===== src/rtl/fixed_alu_arbiter.sv =====
// Round-robin arbiter sharing one fixed_alu between NUM_REQ Q18.14 requesters.
// Define FIXED_ALU_ARB_TIMEOUT_EN to enable the WAIT-state watchdog (TIMEOUT_CYCLES).
module fixed_alu_arbiter #(
    parameter int unsigned NUM_REQ        = 4,
    parameter int unsigned TIMEOUT_CYCLES = 64
) (
    input  logic                    clk,
    input  logic                    reset,
    input  logic [NUM_REQ-1:0]      req_valid,
    output logic [NUM_REQ-1:0]      req_ready,
    input  logic [32*NUM_REQ-1:0]   req_a,
    input  logic [32*NUM_REQ-1:0]   req_b,
    input  logic [4*NUM_REQ-1:0]    req_op,
    output logic [NUM_REQ-1:0]      rsp_valid,
    output logic [31:0]             rsp_result,
    output logic                    rsp_overflow,
    output logic                    rsp_underflow,
    output logic                    rsp_div_by_zero,
    output logic                    rsp_timeout,
    output logic                    busy,
    output logic [31:0]             alu_a,
    output logic [31:0]             alu_b,
    output logic [3:0]              alu_op,
    output logic                    alu_start,
    input  logic [31:0]             alu_result,
    input  logic                    alu_done,
    input  logic                    alu_overflow,
    input  logic                    alu_underflow,
    input  logic                    alu_div_by_zero
);
    localparam int unsigned IdxW = $clog2(NUM_REQ);
    localparam int unsigned SumW = IdxW + 1;

    if (NUM_REQ < 2 || NUM_REQ > 8 || TIMEOUT_CYCLES == 0) begin : g_bad_cfg
        $error("fixed_alu_arbiter: unsupported NUM_REQ or TIMEOUT_CYCLES");
    end

    typedef enum logic [1:0] {StIdle, StIssue, StWait, StResp} state_e;

    state_e              state_q;
    logic [IdxW-1:0]     rr_ptr_q, grant_q;
    logic [31:0]         alu_a_q, alu_b_q, rsp_result_q;
    logic [3:0]          alu_op_q;
    logic                alu_start_q;
    logic [NUM_REQ-1:0]  rsp_valid_q;
    logic                rsp_ovf_q, rsp_udf_q, rsp_dbz_q;

    logic                gnt_found;
    logic [IdxW-1:0]     gnt_idx, rr_next;
    logic [SumW-1:0]     cand_sum;
    logic [31:0]         sel_a, sel_b;
    logic [3:0]          sel_op;

    // First valid requester at or above rr_ptr, wrapping modulo NUM_REQ.
    always_comb begin
        req_ready = '0;
        gnt_found = 1'b0;
        gnt_idx   = '0;
        cand_sum  = '0;
        if (state_q == StIdle) begin
            for (int unsigned i = 0; i < NUM_REQ; i++) begin
                cand_sum = {1'b0, rr_ptr_q} + SumW'(i);
                if (cand_sum >= SumW'(NUM_REQ)) cand_sum = cand_sum - SumW'(NUM_REQ);
                if (!gnt_found && req_valid[cand_sum[IdxW-1:0]]) begin
                    gnt_found = 1'b1;
                    gnt_idx   = cand_sum[IdxW-1:0];
                end
            end
            if (gnt_found) req_ready[gnt_idx] = 1'b1;
        end
    end

    always_comb begin
        sel_a  = '0;
        sel_b  = '0;
        sel_op = '0;
        for (int unsigned i = 0; i < NUM_REQ; i++) begin
            if (gnt_idx == IdxW'(i)) begin
                sel_a  = req_a[32*i +: 32];
                sel_b  = req_b[32*i +: 32];
                sel_op = req_op[4*i +: 4];
            end
        end
    end

    assign rr_next = (gnt_idx == IdxW'(NUM_REQ - 1)) ? '0 : gnt_idx + IdxW'(1);

`ifdef FIXED_ALU_ARB_TIMEOUT_EN
    localparam int unsigned CntW = $clog2(TIMEOUT_CYCLES + 1);
    logic [CntW-1:0] wait_cnt_q;
    logic            rsp_tmo_q;
`endif

    always_ff @(posedge clk) begin
        if (reset) begin
            state_q      <= StIdle;
            rr_ptr_q     <= '0;
            grant_q      <= '0;
            alu_a_q      <= '0;
            alu_b_q      <= '0;
            alu_op_q     <= '0;
            alu_start_q  <= 1'b0;
            rsp_valid_q  <= '0;
            rsp_result_q <= '0;
            rsp_ovf_q    <= 1'b0;
            rsp_udf_q    <= 1'b0;
            rsp_dbz_q    <= 1'b0;
`ifdef FIXED_ALU_ARB_TIMEOUT_EN
            wait_cnt_q   <= '0;
            rsp_tmo_q    <= 1'b0;
`endif
        end else begin
            alu_start_q <= 1'b0;
            rsp_valid_q <= '0;
            unique case (state_q)
                StIdle: begin
                    if (gnt_found) begin
                        alu_a_q     <= sel_a;
                        alu_b_q     <= sel_b;
                        alu_op_q    <= sel_op;
                        grant_q     <= gnt_idx;
                        rr_ptr_q    <= rr_next;
                        alu_start_q <= 1'b1;
                        state_q     <= StIssue;
                    end
                end
                StIssue: begin
`ifdef FIXED_ALU_ARB_TIMEOUT_EN
                    wait_cnt_q <= '0;
`endif
                    state_q <= StWait;
                end
                StWait: begin
                    if (alu_done) begin
                        rsp_result_q <= alu_result;
                        rsp_ovf_q    <= alu_overflow;
                        rsp_udf_q    <= alu_underflow;
                        rsp_dbz_q    <= alu_div_by_zero;
                        rsp_valid_q  <= NUM_REQ'(1) << grant_q;
`ifdef FIXED_ALU_ARB_TIMEOUT_EN
                        rsp_tmo_q    <= 1'b0;
`endif
                        state_q      <= StResp;
                    end
`ifdef FIXED_ALU_ARB_TIMEOUT_EN
                    // Count equals the number of WAIT cycles already spent.
                    else if (wait_cnt_q == CntW'(TIMEOUT_CYCLES - 1)) begin
                        rsp_result_q <= '0;
                        rsp_ovf_q    <= 1'b0;
                        rsp_udf_q    <= 1'b0;
                        rsp_dbz_q    <= 1'b0;
                        rsp_tmo_q    <= 1'b1;
                        rsp_valid_q  <= NUM_REQ'(1) << grant_q;
                        state_q      <= StResp;
                    end else begin
                        wait_cnt_q <= wait_cnt_q + CntW'(1);
                    end
`endif
                end
                StResp: state_q <= StIdle;
                default: state_q <= StIdle;
            endcase
        end
    end

    assign busy            = (state_q != StIdle);
    assign alu_a           = alu_a_q;
    assign alu_b           = alu_b_q;
    assign alu_op          = alu_op_q;
    assign alu_start       = alu_start_q;
    assign rsp_valid       = rsp_valid_q;
    assign rsp_result      = rsp_result_q;
    assign rsp_overflow    = rsp_ovf_q;
    assign rsp_underflow   = rsp_udf_q;
    assign rsp_div_by_zero = rsp_dbz_q;
`ifdef FIXED_ALU_ARB_TIMEOUT_EN
    assign rsp_timeout     = rsp_tmo_q;
`else
    assign rsp_timeout     = 1'b0;
`endif

endmodule


===== config.mk =====
export PLATFORM = sky130hd
export DESIGN_NAME = fixed_alu_arbiter
export DESIGN_NICKNAME = d
export VERILOG_FILES = /design/src/rtl/fixed_alu_arbiter.sv
export SDC_FILE = /design/constraint.sdc
export NUM_CORES = 1
export LEC_CHECK = 0
export ABC_AREA = 1
export BUFFER_PORTS_ARGS = -buffer_cell sky130_fd_sc_hd__buf_4
export CAP_MARGIN = 0
export CORE_AREA = 2 2 165 167
export CTS_CLUSTER_DIAMETER = 150
export DETAILED_ROUTE_END_ITERATION = 8
export DIE_AREA = 0 0 167 169
export GPL_TIMING_DRIVEN = 0
export SLEW_MARGIN = 20
export SYNTH_ARGS = -nofsm -noshare
export SYNTH_HDL_FRONTEND = slang
export SYNTH_SLANG_ARGS = --single-unit

===== constraint.sdc =====
create_clock -name clk -period 4.3 [get_ports clk]
set_input_delay 0.645 -clock clk [delete_from_list [all_inputs] [get_ports clk]]
set_output_delay 0.645 -clock clk [all_outputs]
set_load 0.1 [all_outputs]

==> metrics.txt, run 1 <==
status=complete, no violations; syn_nets=1411; Synth Area in Simple Gates=0.368; Placer Congestion=0.874; # diodes=0; die width=approximately 170 um; RSZ-0062 raised after global routing=no; I/O pin total=428; Setup Skew=12.1 ps; average vias per placed instance=4.58; critical path class=flip-flop to flip-flop; Final ANT Viol Nets=0; critical path, cell by cell=buf_6 -> inv_4 -> nand2_1 -> nand2_1 -> nand2_2 -> nand2_2 -> nor2_4 -> nand3_1 -> nand3_1 -> nand2_1 -> nor2_1 -> inv_1 -> ha_1 -> buf_2 -> nor2_2 -> clkbuf_1 -> nand2_1 -> nand2_1 -> o21ai_0 -> nand2_1 -> o21ai_0 -> nand2_1 -> nand2_1 -> nor2_1; CP Launch Point=rr_ptr_q[0]; worst reg2reg startpoint=rr_ptr_q[0]; CP delay by family, top=simple AND/OR/NAND/NOR gates; WP data required=4650 ps; pin count of the biggest net entering global routing=17; WL per Instance=17.0 um; hold path endpoint=rr_ptr_q[0]; largest family of logic cells by synthesized area=simple AND/OR/NAND/NOR gates; nets@finish=1856; vias in the first global route=8145; mux share of post-synthesis cell area=0; first-pass GRT wire length=between 40 and 50 mm; gr usage total=0.215; via count=8665; row cnt=60; Synth Warn #=0; buffers and inverters on the worst path=5; Syn Std Cell Area=6430 um2; HPWL after detailed placement=25.2 mm; CTS tree=yes; Slowest-stage cell, CP=clkbuf_1; flops & latches, synth=114; Worst R2R End=alu_b[10]; clk sink count=114; Max Slew Vio Count=0; hold crit path type=input pin to flip-flop; adder and majority gate portion of the synthesized area=0.0117; max_cap viols=0; xor and xnor area share after synthesis=0; Iteration-0 DRC Markers=485; crit path max fanout=10; Syn Area/Cell=5.89 um2; Buffers on Ports=426; Unique masters post-synth=22; worst rel slew slack=0.447; CTS buffer count=17; Storage cell area=2280 um2; measured slew at the worst slew-check pin=roughly 830 ps; DRC=0; most used cell, CP=nand2_1; crit path time final=3740 ps; Layout area overhead=65.7%; Longest Clk Path Bufs=2; post-route setup slack=556 ps; setup_tns=0 ps; initial antenna violation count=0; Seq/Total Area, Yosys=0.355; layout cell share with drive strength beyond 1=0.320; insertion delay to the later sink of the worst-skew pair=~400 ps; CTS H-tree lvls=4; Initial Util=0.242; cts hold-fix bufs=0; most frequent cells in the layout=buf_4, nand2_1, nor2_1; area of the die=28200 um2; worst r2r path cells=24; Hold Vio Cnt, Final=0; Critical Path Start Type=flip-flop; Peak Freq=267 MHz; critical hold path startpoint=reset; core box area=26500 um2; Multi-input gate area=3690 um2; Synth Area in Compound Gates=0.193; clock slew at reported path FFs=70 ps; Root Buffer=clkbuf_16; FILL cells=slightly below 3k; Max stage delay on crit path=540 ps; flop2flop setup slack=around 560 ps; Final Setup Violations=0; Detailed Route WL=32.1 mm; post-place setup slack=1.35 ps; total grt overflow=0; Initial DRT Pass Iterations=7; hold path depth=2; commonest non-fill, non-tap cell in the layout=buf_4; Final period util=0.871; Worst Path Arrival=4100 ps; Syn Inst Count=roughly 1.1k; CTS-repair resized insts=0; post-CTS setup repair buffer count=0; Die Span Y=169 um; crit end category=flip-flop
[flip-flops by register name (all words and copies together) (netlist names)]
| name | flops |
|---|---|
| rsp_overflow | 1 |
| grant_q | 2 |
| alu_a | 32 |
| alu_b | 32 |
| rsp_valid | 4 |
| rsp_result | 32 |
| alu_start | 1 |
| rsp_div_by_zero | 1 |
| rsp_underflow | 1 |
| alu_op | 4 |
| rr_ptr_q | 2 |
| state_q | 2 |
[layer usage]
layer / global-route usage / vias to the layer above / wire length, um
met3: 0.0666 / 45 / 2800
met1: 0.262 / 3848 / 13400
met4: 0.0648 / 0 / 731
li1: - / 4357 / -
met5: 0 / - / 0
met2: 0.364 / 415 / 15100
[through the flow]
step                utilization  hold slack, ps  instances  cell area (um2)
floorplan                     -             426       1091             6430
global placement          0.379             459       1858            10100
detailed placement        0.379             458       1858            10100
CTS                       0.402             381       1890            10600
global route              0.402             384       1890            10700
finish                    0.402             402       1890            10700
[worst max path at each step]
stage / to / slack [ps] / depth (start not counted)
3_3_place_gp: alu_b[10] / 50 / 23
4_1_cts: alu_b[10] / 250 / 24
5_1_grt: alu_b[8] / 140 / 23
2_1_floorplan: req_ready[0] / 690 / 11
3_5_place_dp: alu_b[10] / 1 / 23
6_report: alu_b[10] / 560 / 24
[kinds of logic after synthesis]
group	count (synthesis)
adder cells (fa/ha/maj)	6
AO/OA/AOI/OAI	248
flip-flops	114
other	1
AND/OR/NAND/NOR	617
buffers and inverters	105
[cells in the mapped netlist (all sizes together)]
cell | number | share of area
nand2 | 381 | 0.22
nor2 | 222 | 0.13
o21ai | 175 | 0.14
dfxtp | 114 | 0.36
a21oi | 73 | 0.057
clkbuf | 47 | 0.027
buf | 32 | 0.029
inv | 26 | 0.016
nand3 | 12 | 0.010
ha | 6 | 0.012
nand4 | 2 | 0.0019
conb | 1 | 0.00058
[layout make-up]
class	count	area share
Buffer	79	0.0338
Clock buffer	17	0.0399
Clock inverter	15	0.0161
Inverter	26	0.00940
Multi-Input combinational cell	872	0.346
Sequential cell	114	0.214
Tap cell	341	0.0401
Timing Repair Buffer	426	0.300
Power of run 1 is not shown: default switching activity piles up to over one toggle a cycle in this logic, so the estimate is an artifact.
==> run 2, diff against run 1 <==
==> constraint.sdc (replaced) <==
create_clock -name clk -period 3.1 [get_ports clk]
set_input_delay 0.465 -clock clk [delete_from_list [all_inputs] [get_ports clk]]
set_output_delay 0.465 -clock clk [all_outputs]
set_load 0.1 [all_outputs]
==> metrics.txt, run 2 (synthesis gave the netlist of run 1 again) <==
max_cap viols=0 (unchanged); fin area=11000 um2 (+3.4%); status=complete, no violations; Longest Clk Path Bufs=2 (unchanged); Storage cell area=2280 um2 (+0.11%); die width=167 um (unchanged); Detailed Route WL=32.1 mm (about the same); RSZ-0062 raised after global routing=yes; most frequent cells in the layout=buf_4, nand2_1, nor2_1; most used cell, CP=nand2_1; critical path class=flip-flop to flip-flop; initial antenna violation count=0 (unchanged); core box area=26500 um2 (unchanged); measured slew at the worst slew-check pin=824 ps (-5.59 ps); Setup Skew=8.86 ps (-3.27 ps); Max Slew Vio Count=0 (unchanged); # diodes=0 (unchanged); average vias per placed instance=4.54 (-0.99%); WL per Instance=16.9 um (-0.44%); pin count of the biggest net entering global routing=17 (unchanged); layout cell share with drive strength beyond 1=0.359 (+0.0392); area of the die=28200 um2 (unchanged); gr usage total=0.211 (-0.00423); Peak Freq=344 MHz (+29%); Final Setup Violations=0 (unchanged); Placer Congestion=0.922 (+5.5%); DRC=0 (unchanged); WP data required=3440 ps (-1210 ps); CTS H-tree lvls=4 (unchanged); Initial Util=0.242 (unchanged); Root Buffer=clkbuf_16; nets@finish=1865 (+0.48%); Initial DRT Pass Iterations=5 (-2); insertion delay to the later sink of the worst-skew pair=410 ps (about the same); Iteration-0 DRC Markers=424 (-13%); clock slew at reported path FFs=60 ps (about the same); CP delay by family, top=simple AND/OR/NAND/NOR gates; buffers and inverters on the worst path=7 (+2); Final ANT Viol Nets=0 (unchanged); clk sink count=114 (unchanged); Max stage delay on crit path=330 ps (-210 ps); crit path max fanout=7 (-3); first-pass GRT wire length=45.9 mm (-1.8%); FILL cells=2911 (-0.34%); commonest non-fill, non-tap cell in the layout=buf_4; crit path time final=2910 ps (-835 ps); Critical Path Start Type=flip-flop; CTS tree=yes; via count=8620 (-0.52%); hold crit path type=input pin to flip-flop; total grt overflow=0 (unchanged); Hold Vio Cnt, Final=0 (unchanged); Multi-input gate area=3770 um2 (+2.4%); Worst Path Arrival=3250 ps (-850 ps); Buffers on Ports=426 (unchanged); CTS buffer count=17 (unchanged); I/O pin total=428 (unchanged); Slowest-stage cell, CP=dfxtp_2; Final period util=0.938 (+0.0677); HPWL after detailed placement=25.3 mm (+0.42%); Layout area overhead=71.4%; worst rel slew slack=0.451 (+0.00373); crit end category=flip-flop; vias in the first global route=8045 (-1.2%); placed cell area=10100 um2 (about the same); cts hold-fix bufs=0 (unchanged); Die Span Y=169 um (unchanged); row cnt=60 (unchanged)
## run 2: metrics by stage
| stage | setup TNS (ps) | setup WS, ps | util | instances | hold WS (ps) |
|---|---|---|---|---|---|
| floorplan | 0 | 37.4 | - | 1091 | 426 |
| global placement | -56460 | -985 | 0.379 | 1858 | 449 |
| detailed placement | -62550 | -1100 | 0.379 | 1858 | 448 |
| CTS | 0 | 1.88 | 0.406 | 1892 | 204 |
| global route | -34.9 | -19.8 | 0.416 | 1899 | 207 |
| finish | 0 | 191 | 0.416 | 1899 | 223 |
## run 2: repair_timing
item | in CTS | in global routing
pin swaps | 4 | 10
buffers inserted | 2 | 3
setup endpoints to repair | 70 | 70
resized for setup | 44 | 82
gates cloned | 0 | 4
## run 2: area by class of cell
class | count | area share
clock buffer | 17 | 0.0386
tap | 341 | 0.0387
multi-input combinational | 872 | 0.343
sequential | 114 | 0.207
buffer | 79 | 0.0462
clock inverter | 15 | 0.0143
timing repair buffer | 435 | 0.303
inverter | 26 | 0.00909
## run 2: path summary, 6_finish.rpt
check	startpoint	slack (ps)	endpoint	cells past startpoint
setup / recovery	rr_ptr_q[0]	190	alu_a[18]	26
hold reg to reg	grant_q[0]	460	rsp_valid[2]	1
hold / removal	reset	220	rr_ptr_q[0]	2
setup reg to reg	rr_ptr_q[0]	190	alu_a[18]	26
## run 2: routing by layer
metal  routed length, um  GRT usage  vias to the layer above
met1               13300      0.254                     3906
met2               15700      0.368                      315
li1                    -          -                     4373
met4                 478     0.0510                        0
met3                2500     0.0643                       26
met5                   0          0                        -
Power of run 2 is left out for the same reason.
==> run 3, diff against run 2 <==
==> config.mk (replaced) <==
export PLATFORM = sky130hd
export DESIGN_NAME = fixed_alu_arbiter
export DESIGN_NICKNAME = d
export VERILOG_FILES = /design/src/rtl/fixed_alu_arbiter.sv
export SDC_FILE = /design/constraint.sdc
export NUM_CORES = 1
export LEC_CHECK = 0
export ABC_AREA = 0
export BUFFER_PORTS_ARGS = -buffer_cell sky130_fd_sc_hd__buf_4
export CAP_MARGIN = 0
export CORE_AREA = 2 2 166 168
export CTS_CLUSTER_DIAMETER = 150
export DETAILED_ROUTE_END_ITERATION = 8
export DIE_AREA = 0 0 168 170
export GPL_TIMING_DRIVEN = 0
export SLEW_MARGIN = 15
export SYNTH_ARGS = -nofsm -noshare
export SYNTH_HDL_FRONTEND = slang
export SYNTH_SLANG_ARGS = --single-unit
==> constraint.sdc (replaced) <==
create_clock -name clk -period 3.6 [get_ports clk]
set_input_delay 0.54 -clock clk [delete_from_list [all_inputs] [get_ports clk]]
set_output_delay 0.54 -clock clk [all_outputs]
set_load 0.1 [all_outputs]
==> metrics.txt, run 3 <==
status=complete, no violations; cts hold-fix bufs=0 (unchanged); CP Launch Point=rr_ptr_q[0]; Seq/Total Area, Yosys=0.353 (-0.00261); nets@finish=1607 (-14%); count leader, synth=dfxtp_1; area of the die=28600 um2 (+1.2%); Psw=slightly above 6 mW; Sw Share=0.567; DRC=0 (unchanged); I/O pin total=428 (unchanged); crit path max fanout=10 (+3); Buffers on Ports=425 (-0.23%); Initial DRT Pass Iterations=5 (unchanged); Hold Vio Cnt, Final=0 (unchanged); most frequent cells in the layout=buf_4, dfxtp_1, a21oi_1; Worst R2R End=alu_op[2]; ys flop type=dfxtp_1; combinational share of power=0.678; Area contributors post-synth=dfxtp_1, a221oi_1, a21oi_1; Post-synth top cells=dfxtp_1, a21oi_1, nor2_1; measured slew at the worst slew-check pin=928 ps (+104 ps); clock share of power=0.155; post-synth top area share=0.353 (-0.00261); Reg power frac=0.168; fin area=10700 um2 (-3.0%); crit path time final=3280 ps (+370 ps); Max stage delay on crit path=550 ps (+220 ps); via count=8271 (-4.0%); critical path, cell by cell=nand2b_1 -> nor2b_1 -> o32ai_1 -> nor2_1 -> ha_1 -> buf_2 -> buf_2 -> clkbuf_1 -> a221oi_1 -> a211oi_1 -> nor3_2; max_cap viols=0 (unchanged); Final Setup Violations=0 (unchanged); buffers and inverters on the worst path=3 (-4); initial antenna violation count=2 (+2); Critical Path Start Type=flip-flop; Final Power=11.0 mW; placed cells=1610 (-13%); post-CTS setup repair buffer count=0 (-2); Layout area overhead=65.0%; Final period util=0.911 (-0.0276); Worst path depth=11 (-58%); ys async rst share=0 (unchanged); average vias per placed instance=5.03 (+11%); die width=168 um (+0.60%); CP endpoint=alu_op[2]; Setup Skew=15.4 ps (+6.59 ps); FILL cells=2830 (-2.8%); RSZ-0062 raised after global routing=no; CP delay by family, top=buffers and inverters; CTS-repair resized insts=0 (-100%); setup_tns=0 ps (unchanged); CTS buffer count=17 (unchanged); placed cell area=10100 um2 (+0.46%); Core Util, Final=0.401 (-0.0147); Placer Congestion=0.899 (-2.5%); Lkg Pwr=around 4.8 nW; core box area=26700 um2 (+0.57%); pin count of the biggest net entering global routing=17 (unchanged); hold crit path type=input pin to flip-flop; total grt overflow=0 (unchanged); CTS H-tree lvls=4 (unchanged); Final ANT Viol Nets=0 (unchanged); Detailed Route WL=32.3 mm (+0.83%); internal power component=4.76 mW; Power Dens Cells=roughly 1000 nW/um2; Peak VDD IR=roughly 0.6 mV; Layout Cells excl Fill=1643 (-13%); vias in the first global route=8327 (+3.5%); clock slew at reported path FFs=70 ps (about the same); first-pass GRT wire length=47.8 mm (+4.2%); met2 Usage GRT=0.378 (+0.0105); GR Util met1=0.255 (+0.00100); GR peak layer=met2; worst r2r path cells=11 (-58%); gr usage total=0.219 (+0.00762); Iteration-0 DRC Markers=694 (+64%); Synth Warn #=0 (unchanged); Die Span Y=170 um (+0.59%); HPWL after detailed placement=25.6 mm (+1.1%); most used cell, CP=buf_2; CTS tree=yes; flops & latches, synth=114 (unchanged); Initial Util=0.243 (+0.000418); commonest non-fill, non-tap cell in the layout=buf_4; Post-synth EDFFs=0 (unchanged); syn_nets=1164 (-18%); WP data required=3890 ps (+450 ps); clk sink count=114 (unchanged); worst reg2reg startpoint=rr_ptr_q[0]; Worst Path Arrival=3570 ps (+320 ps); layout cell share with drive strength beyond 1=0.405 (+0.0458); Peak Freq=305 MHz (-11%); WL per Instance=19.7 um (+17%); Syn Area/Cell=7.67 um2 (+30%); flop2flop setup slack=320 ps (+130 ps); Max Slew Vio Count=0 (unchanged); worst rel slew slack=0.379 (-0.0715); row cnt=60 (unchanged); Syn Std Cell Area=6470 um2 (+0.74%); area leader, netlist=dfxtp_1; insertion delay to the later sink of the worst-skew pair=420 ps (about the same); Root Buffer=clkbuf_16; Longest Clk Path Bufs=2 (unchanged); Syn Inst Count=844 (-23%); Slowest-stage cell, CP=a211oi_1; Unique masters post-synth=29 (+32%); met3 Use GR=0.0672 (+0.00291); crit end category=flip-flop; critical path class=flip-flop to flip-flop
==> run 3: cell types whose count changed after synthesis, moves of 53 or more <==
cell,change
a211oi_1,+68
a221oi_1,+69
inv_1,+53
nand2_1,-300
nand3b_1,+69
nor2_1,-140
o21ai_0,-144
==> run 3: worst min-delay path by stage <==
stage / startpoint / end / cells after the start
3_5_place_dp: rsp_result[13] / rsp_result[13] / 2
4_1_cts: alu_result[7] / rsp_result[7] / 3
6_report: alu_result[7] / rsp_result[7] / 3
3_3_place_gp: rsp_result[26] / rsp_result[26] / 2
2_1_floorplan: grant_q[1] / rsp_valid[1] / 1
5_1_grt: alu_result[12] / rsp_result[12] / 3
==> run 3: power by group through the flow <==
stage	clock network [mW]	logic (mW)	registers [mW]
final	1.70	7.45	1.84
after global routing	1.79	7.95	1.89
after CTS	1.75	7.46	1.84
after detailed placement	0	7.45	1.87
after global placement	0	7.43	1.86
after floorplan	0	3.17	4.16
==> run 3: layer usage <==
layer | wire (um) | vias up
met5 | 0 | -
met4 | 890 | 0
met3 | 2850 | 54
met2 | 15600 | 435
met1 | 13000 | 3874
li1 | - | 3908
==> run 3: cell families after synthesis <==
| logic type | Yosys count | share of synthesized area |
|---|---|---|
| AO/OA/AOI/OAI | 251 | 0.263 |
| adder cells (fa/ha/maj) | 6 | 0.0116 |
| buffers and inverters | 162 | 0.101 |
| flip-flops | 114 | 0.353 |
| multiplexers | 1 | 0.00155 |
| other | 1 | 0.000579 |
| AND/OR/NAND/NOR | 309 | 0.270 |
==> run 3: cell type report <==
type	count	area, um2	share of cell area
Multi-Input combinational cell	568	3550	0.332
Timing Repair Buffer	425	3190	0.299
Sequential cell	114	2280	0.214
Clock buffer	18	439	0.0411
Tap cell	341	427	0.0399
Buffer	88	377	0.0353
Inverter	73	274	0.0256
Clock inverter	14	143	0.0134
Antenna cell	2	5.00	0.000468
==> run 3: worst reg2reg max path: cells and delay by family (launching register included) <==
| kind | cells | cell delay, ps |
|---|---|---|
| simple gates | 4 | 590 |
| flops | 1 | 390 |
| buf+inv | 3 | 1090 |
| compound gates | 3 | 920 |
| fa+ha+maj | 1 | 170 |
==> run 3: metrics by stage <==
step	hold slack, ps	worst slack (ps)
global placement	443	-18.1
floorplan	433	607
detailed placement	448	-57.1
finish	367	321
CTS	341	225
global route	352	11.6
No activity file was read; power rests on OpenSTA's default activity.
